File: config.mk
export PLATFORM = sky130hd
export DESIGN_NAME = clint_smp_flat
export DESIGN_NICKNAME = d
export VERILOG_FILES = /design/src/rtl/clint_smp_if.sv /design/src/rtl/clint_smp.sv /design/src/flat_wrapper.sv
export SDC_FILE = /design/constraint.sdc
export NUM_CORES = 1
export LEC_CHECK = 0
export CORE_AREA = 2 2 139 141
export DETAILED_ROUTE_END_ITERATION = 16
export DIE_AREA = 0 0 141 143
export PLACE_DENSITY = 0.84
export RECOVER_POWER = 25
export SLEW_MARGIN = 40
export SYNTH_ARGS = -nofsm -noshare
export SYNTH_HDL_FRONTEND = slang
export SYNTH_SLANG_ARGS = --single-unit
File: constraint.sdc
create_clock -name CLK -period 3.6 [get_ports CLK]
set_clock_uncertainty 0.2 [all_clocks]
set_input_delay 0.36 -clock CLK [delete_from_list [all_inputs] [get_ports CLK]]
set_output_delay 0.36 -clock CLK [all_outputs]
set_load 0.005 [all_outputs]
File: src/rtl/clint_smp_if.sv
// Single-request word bus from the MMIO decode into the CLINT.
// The response (r_ack, r_rdata) follows the request by one cycle.
interface clint_smp_if;
  logic        w_req;
  logic        w_we;
  logic [15:0] w_addr;
  logic [31:0] w_wdata;
  logic [31:0] r_rdata;
  logic        r_ack;

  modport master (
    output w_req, w_we, w_addr, w_wdata,
    input  r_rdata, r_ack
  );

  modport slave (
    input  w_req, w_we, w_addr, w_wdata,
    output r_rdata, r_ack
  );
endinterface

File: src/rtl/clint_smp.sv
// Core-local interruptor: shared 64-bit mtime with prescaler, per-hart mtimecmp and msip,
// registered timer interrupts and a 1-cycle-latency register bus.
module clint_smp #(
  parameter int unsigned N_HARTS  = 1,
  parameter int unsigned TICK_DIV = 1
) (
  input  logic               CLK,
  input  logic               RST,
  clint_smp_if.slave         bus,
  output logic [N_HARTS-1:0] w_mtip,
  output logic [N_HARTS-1:0] w_msip,
  output logic [63:0]        w_mtime
);

  localparam int unsigned   PW       = (TICK_DIV > 1) ? $clog2(TICK_DIV) : 1;
  localparam logic [PW-1:0] PrescMax = PW'(TICK_DIV - 1);

  logic [PW-1:0]            presc_q, presc_d;
  logic [63:0]              mtime_q, mtime_d;
  logic [N_HARTS-1:0][63:0] cmp_q, cmp_d;
  logic [N_HARTS-1:0]       msip_q, msip_d;
  logic [N_HARTS-1:0]       mtip_q, mtip_d;
  logic                     ack_q;
  logic [31:0]              rdata_q;
  logic [31:0]              rd_val;

  logic        tick, wr, rd;
  logic        mtime_lo_sel, mtime_hi_sel, msip_sel, cmp_sel;
  logic [13:0] msip_idx;
  logic [12:0] cmp_idx;
  logic        addr_unused;

  assign tick         = (presc_q == PrescMax);
  assign wr           = bus.w_req & bus.w_we;
  assign rd           = bus.w_req & ~bus.w_we;
  assign mtime_lo_sel = (bus.w_addr[15:2] == 14'h2FFE);
  assign mtime_hi_sel = (bus.w_addr[15:2] == 14'h2FFF);
  assign msip_sel     = (bus.w_addr[15:14] == 2'b00);
  // mtimecmp window spans 0x4000..0xBFF7; mtime sits at its top end
  assign cmp_sel      = ((bus.w_addr[15:14] == 2'b01) || (bus.w_addr[15:14] == 2'b10)) &&
                        !mtime_lo_sel && !mtime_hi_sel;
  assign msip_idx     = bus.w_addr[15:2];
  assign cmp_idx      = bus.w_addr[15:3] - 13'h0800;
  assign addr_unused  = ^bus.w_addr[1:0];

  always_comb begin
    presc_d = tick ? '0 : presc_q + PW'(1);
    mtime_d = tick ? mtime_q + 64'd1 : mtime_q;
    msip_d  = msip_q;
    cmp_d   = cmp_q;
    mtip_d  = '0;
    rd_val  = '0;

    // A write to either mtime half suppresses that cycle's increment
    if (wr && mtime_lo_sel) mtime_d = {mtime_q[63:32], bus.w_wdata};
    if (wr && mtime_hi_sel) mtime_d = {bus.w_wdata, mtime_q[31:0]};
    if (mtime_lo_sel) rd_val = mtime_q[31:0];
    if (mtime_hi_sel) rd_val = mtime_q[63:32];

    for (int h = 0; h < N_HARTS; h++) begin
      mtip_d[h] = (mtime_q >= cmp_q[h]);
      if (msip_sel && (msip_idx == 14'(h))) begin
        rd_val = {31'b0, msip_q[h]};
        if (wr) msip_d[h] = bus.w_wdata[0];
      end
      if (cmp_sel && (cmp_idx == 13'(h))) begin
        if (bus.w_addr[2]) begin
          rd_val = cmp_q[h][63:32];
          if (wr) cmp_d[h][63:32] = bus.w_wdata;
        end else begin
          rd_val = cmp_q[h][31:0];
          if (wr) cmp_d[h][31:0] = bus.w_wdata;
        end
      end
    end
  end

  always_ff @(posedge CLK) begin
    if (RST) begin
      presc_q <= '0;
      mtime_q <= '0;
      cmp_q   <= '1;
      msip_q  <= '0;
      mtip_q  <= '0;
      ack_q   <= 1'b0;
      rdata_q <= '0;
    end else begin
      presc_q <= presc_d;
      mtime_q <= mtime_d;
      cmp_q   <= cmp_d;
      msip_q  <= msip_d;
      mtip_q  <= mtip_d;
      ack_q   <= bus.w_req;
      if (rd) rdata_q <= rd_val;
    end
  end

  assign bus.r_ack   = ack_q;
  assign bus.r_rdata = rdata_q;
  assign w_mtip      = mtip_q;
  assign w_msip      = msip_q;
  assign w_mtime     = mtime_q;

endmodule

File: src/flat_wrapper.sv
// flat-port wrapper written by rule: the top's interface ports become plain ports
module clint_smp_flat 
#(
  parameter int unsigned N_HARTS  = 1,
  parameter int unsigned TICK_DIV = 1
)
  (CLK, RST, w_mtip, w_msip, w_mtime, bus_w_req, bus_w_we, bus_w_addr, bus_w_wdata, bus_r_rdata, bus_r_ack);
  clint_smp_if bus_i ();
  input  logic CLK;
  input  logic RST;
  output logic [N_HARTS-1:0] w_mtip;
  output logic [N_HARTS-1:0] w_msip;
  output logic [63:0] w_mtime;
  input wire logic [$bits(bus_i.w_req)-1:0] bus_w_req;
  input wire logic [$bits(bus_i.w_we)-1:0] bus_w_we;
  input wire logic [$bits(bus_i.w_addr)-1:0] bus_w_addr;
  input wire logic [$bits(bus_i.w_wdata)-1:0] bus_w_wdata;
  output wire logic [$bits(bus_i.r_rdata)-1:0] bus_r_rdata;
  output wire logic [$bits(bus_i.r_ack)-1:0] bus_r_ack;
  assign bus_i.w_req = bus_w_req;
  assign bus_i.w_we = bus_w_we;
  assign bus_i.w_addr = bus_w_addr;
  assign bus_i.w_wdata = bus_w_wdata;
  assign bus_r_rdata = bus_i.r_rdata;
  assign bus_r_ack = bus_i.r_ack;
  clint_smp #(.N_HARTS(N_HARTS), .TICK_DIV(TICK_DIV)) u_core (.CLK(CLK), .RST(RST), .bus(bus_i), .w_mtip(w_mtip), .w_msip(w_msip), .w_mtime(w_mtime));
endmodule
==> results <==
[cells by family (layout without fill, tap and decap cells)]
kind of cell | Yosys count | count (layout)
and+or+nand+nor | 399 | 399
AOI/OAI and AO/OA | 353 | 353
buffers and inverters | 167 | 296
DFF | 164 | 164
muxes | 70 | 70
adders and majority gates | 67 | 67
xor gates and xnor gates | 16 | 16
other | 1 | 1
[state kept, by name (all words and copies together), names as in the netlist]
register and count:
u_core.w_msip 1, u_core.bus.r_rdata 32, u_core.bus.r_ack 1, u_core.presc_q 1, u_core.w_mtip 1, u_core.cmp_q 64
u_core.w_mtime 64
[through the flow]
| step | instances | util (%) |
|---|---|---|
| after global placement | 1569 | 63.52 |
| after detailed placement | 1569 | 63.52 |
| after floorplan | 1237 | - |
| final | 1600 | 66.27 |
| after global routing | 1600 | 66.27 |
| after CTS | 1600 | 66.42 |
[power by group through the flow]
stage,clock [W],combinational (W),sequential (W)
4_1_cts,0.00172,0.000306,0.00185
3_5_place_dp,0,0.000303,0.00189
6_report,0.00171,0.000304,0.00185
3_3_place_gp,0,0.000301,0.00189
2_1_floorplan,0,0.000141,0.00189
5_1_grt,0.00178,0.000323,0.00185
[critical path, stage by stage (launching register included)]
cell and delay [ns]:
dfxtp_1 0.31, clkbuf_1 0.35, nand2_1 0.29, or4_1 0.63
nor4_4 0.51, nand2_2 0.17, or4_1 0.44, o211ai_1 0.10
[path summary, 6_finish.rpt]
check                                 startpoint                                  end  slack [ns]
min                                          RST       u_core.w_mtime[7]$_SDFFE_PP0P_        0.17
max              u_core.w_mtime[27]$_SDFFE_PP0P_      u_core.w_mtime[61]$_SDFFE_PP0P_        0.51
min reg2reg  u_core.bus.r_rdata[18]$_SDFFE_PP0P_  u_core.bus.r_rdata[18]$_SDFFE_PP0P_        0.31
max reg2reg      u_core.w_mtime[27]$_SDFFE_PP0P_      u_core.w_mtime[61]$_SDFFE_PP0P_        0.51
[synth_stat cells, types with 3 or more instances]
cell	instances
a211oi_1	12
a21o_1	13
a21oi_1	62
a221oi_1	3
a22oi_1	23
a2bb2oi_1	6
a31oi_1	4
a32o_1	3
and2_1	10
and3_1	7
and3_2	3
and4_1	5
buf_1	9
buf_2	7
clkbuf_1	66
clkbuf_2	3
clkbuf_8	4
dfxtp_1	164
ha_1	67
inv_1	75
mux2i_1	68
nand2_1	132
nand2b_1	3
nand3_1	30
nand4_1	34
nor2_1	69
nor2b_1	5
nor3_1	29
nor3_2	3
nor3b_1	6
nor4_1	28
o211ai_1	72
o21a_1	7
o21ai_0	81
o221ai_1	31
o22ai_1	15
or3_1	8
or4_1	8
xnor2_1	14
[placed cells by master, fill, tap and decap left out, drive strengths merged, types with 7 or more instances in the layout]
master / n
o211ai: 72
nor3: 32
a21oi: 62
inv: 77
or3: 10
a21o: 13
a22oi: 23
nor2: 69
dlygate4sd3: 56
clkdlybuf4s50: 90
or4: 9
clkbuf: 32
o22ai: 15
ha: 67
o21a: 7
o21ai: 81
buf: 34
mux2i: 68
a211oi: 12
and3: 10
xnor2: 14
and2: 11
nor4: 31
nand2: 134
nand3: 30
nand4: 35
o221ai: 31
dfxtp: 164
[per-layer routing]
layer  vias to the layer above  GRT usage, %
li1                       4822             -
met1                      4985         39.93
met2                       583         53.48
met3                       122         5.936
met4                         0         15.16
met5                         -             0
[final cells by class]
cell class | instances | area (sq um) | area share [%]
Inverter | 76 | 285.3 | 2.317
Tap cell | 234 | 292.8 | 2.378
Sequential cell | 164 | 3283 | 26.66
Clock inverter | 8 | 51.30 | 0.4166
Clock buffer | 23 | 488.0 | 3.963
Multi-Input combinational cell | 906 | 6126 | 49.75
Timing Repair Buffer | 189 | 1787 | 14.51
==> flow_summary.ini <==
[global_route]
grt_overflow = 0
grt_usage_pct = 31.94
antenna_found_initial = 0
grt_pass1_wl_um = 51890
grt_max_degree = 65
grt_pass1_vias = 10160

[placement]
dpl-instance-area_sq_um = 11800
place_congestion = 0.9359
place_hpwl_um = 22810
io_buffers = 148
pre_cts_ws_ns = 0.4477

[synthesis]
synth-seq-cells = 164
yosys.area_share.adder_pct = 8.335
synth_top_area_share_pct = 32.64
synth_largest_area_cell = dfxtp_1
yosys_warnings = 0
synth_top_family_by_area = compound AO/OA/AOI/OAI gates
synth_xor_area_share_pct = 1.393
synthSimpleGateAreaFrac_pct = 20.24
synth_nets = 1356
synthFlopType = dfxtp_1
syn_inst = 1237
async_flop_share_pct = 0
synth-edff-count = 0
yosysSeqAreaShare_pct = 32.64
synth.area.mux_share_pct = 6.992
synth_compound_area_share_pct = 23.45
syn_avg_cell_area_sq_um = 8.130
yosys-top-cells-area = dfxtp_1 (33%), ha_1 (8.3%), mux2i_1 (6.8%), o211ai_1 (5.4%), nand2_1 (4.9%)
synthesis.area_sq_um = 10060
yosysUniqueCellTypes = 70

[timing]
fmax_ghz = 0.3239
slew_headroom_pct = 0.5930
hold_slack_ns = 0.1734
final_max_slew_viol_count = 0
fin_crit_sh_pct = 85.75
hold_viol_final = 0
setup-tns-final_ns = 0
setup_viol = 0
rsz0062_at_grt = no
finalWorstSetupSlack_ns = 0.5130
max_slew.worst_pin.slew_ns = 1.491
final.min_clock_period_ns = 3.087

[status]
violations = max-capacitance violations
outcome = finished, violations left

[clock_tree]
hold_buffers = 0
clockRootBuffer = clkbuf_16
numCtsBuffers = 17
cts.clk_slew.worst_paths_ns = 0.07
cts.path.max_buffers = 2
htreeDepth = 4
cts_tree = yes
cts.sinks = 164
post-cts-setup-buffer-count = 0
clk_latency_ns = 0.44
cts.repair.resized = 0

[power_and_ir_drop]
switchingPower_w = 0.0009480
seqPwrFrac_pct = 47.9
irDropWorstVdd_uv = 326.0
powerDensity_nw_per_um2 = 314.3
switching_share_pct = 24.50
p_int_w = 0.002922
p_comb_share_pct = 7.9
total_power_w = 0.003870
leakage_nw = 5.289
p_clk_share_pct = 44.3

[routing]
wl_per_cell_um = 20.26
post-route-drc-count = 0
first_pass_iters = 6
drtAntennaViolNets = 0
wl_met2_um = 15390
wl_met1_um = 12870
vias = 10510
routed-wl-met3_um = 2842
finalWirelength_um = 32420
top_layer = met4
avgViaCountPerCell = 6.570
drt_iter0_markers = 1212

[layout]
n_antenna_cell = 0
fillers = 1529
area_delta_synth_final_pct = 22.43
drive_gt1_share_pct = 6.881
fin_nets = 1473
final_area_sq_um = 12310

[floorplanning]
die-area_sq_um = 20160
dieWidth_um = 141
rows = 50
fp.dieH_um = 143
ios = 151
start_util_pct = 54.13
coreArea_sq_um = 18580

[worst_setup_path]
crit_type = flip-flop to flip-flop
crit_path_start_kind = flip-flop
worstSetupEndpointType = flip-flop
crit_required_ns = 3.76
reg2reg_depth = 7
crit_fanout = 9
arrival_ns = 3.25

[hold_path]
holdPathStages = 2
worst_hold_path_type = input pin to flip-flop

[job]
cap_viol_max_count = 1
No activity file was read; power rests on OpenSTA's default activity.
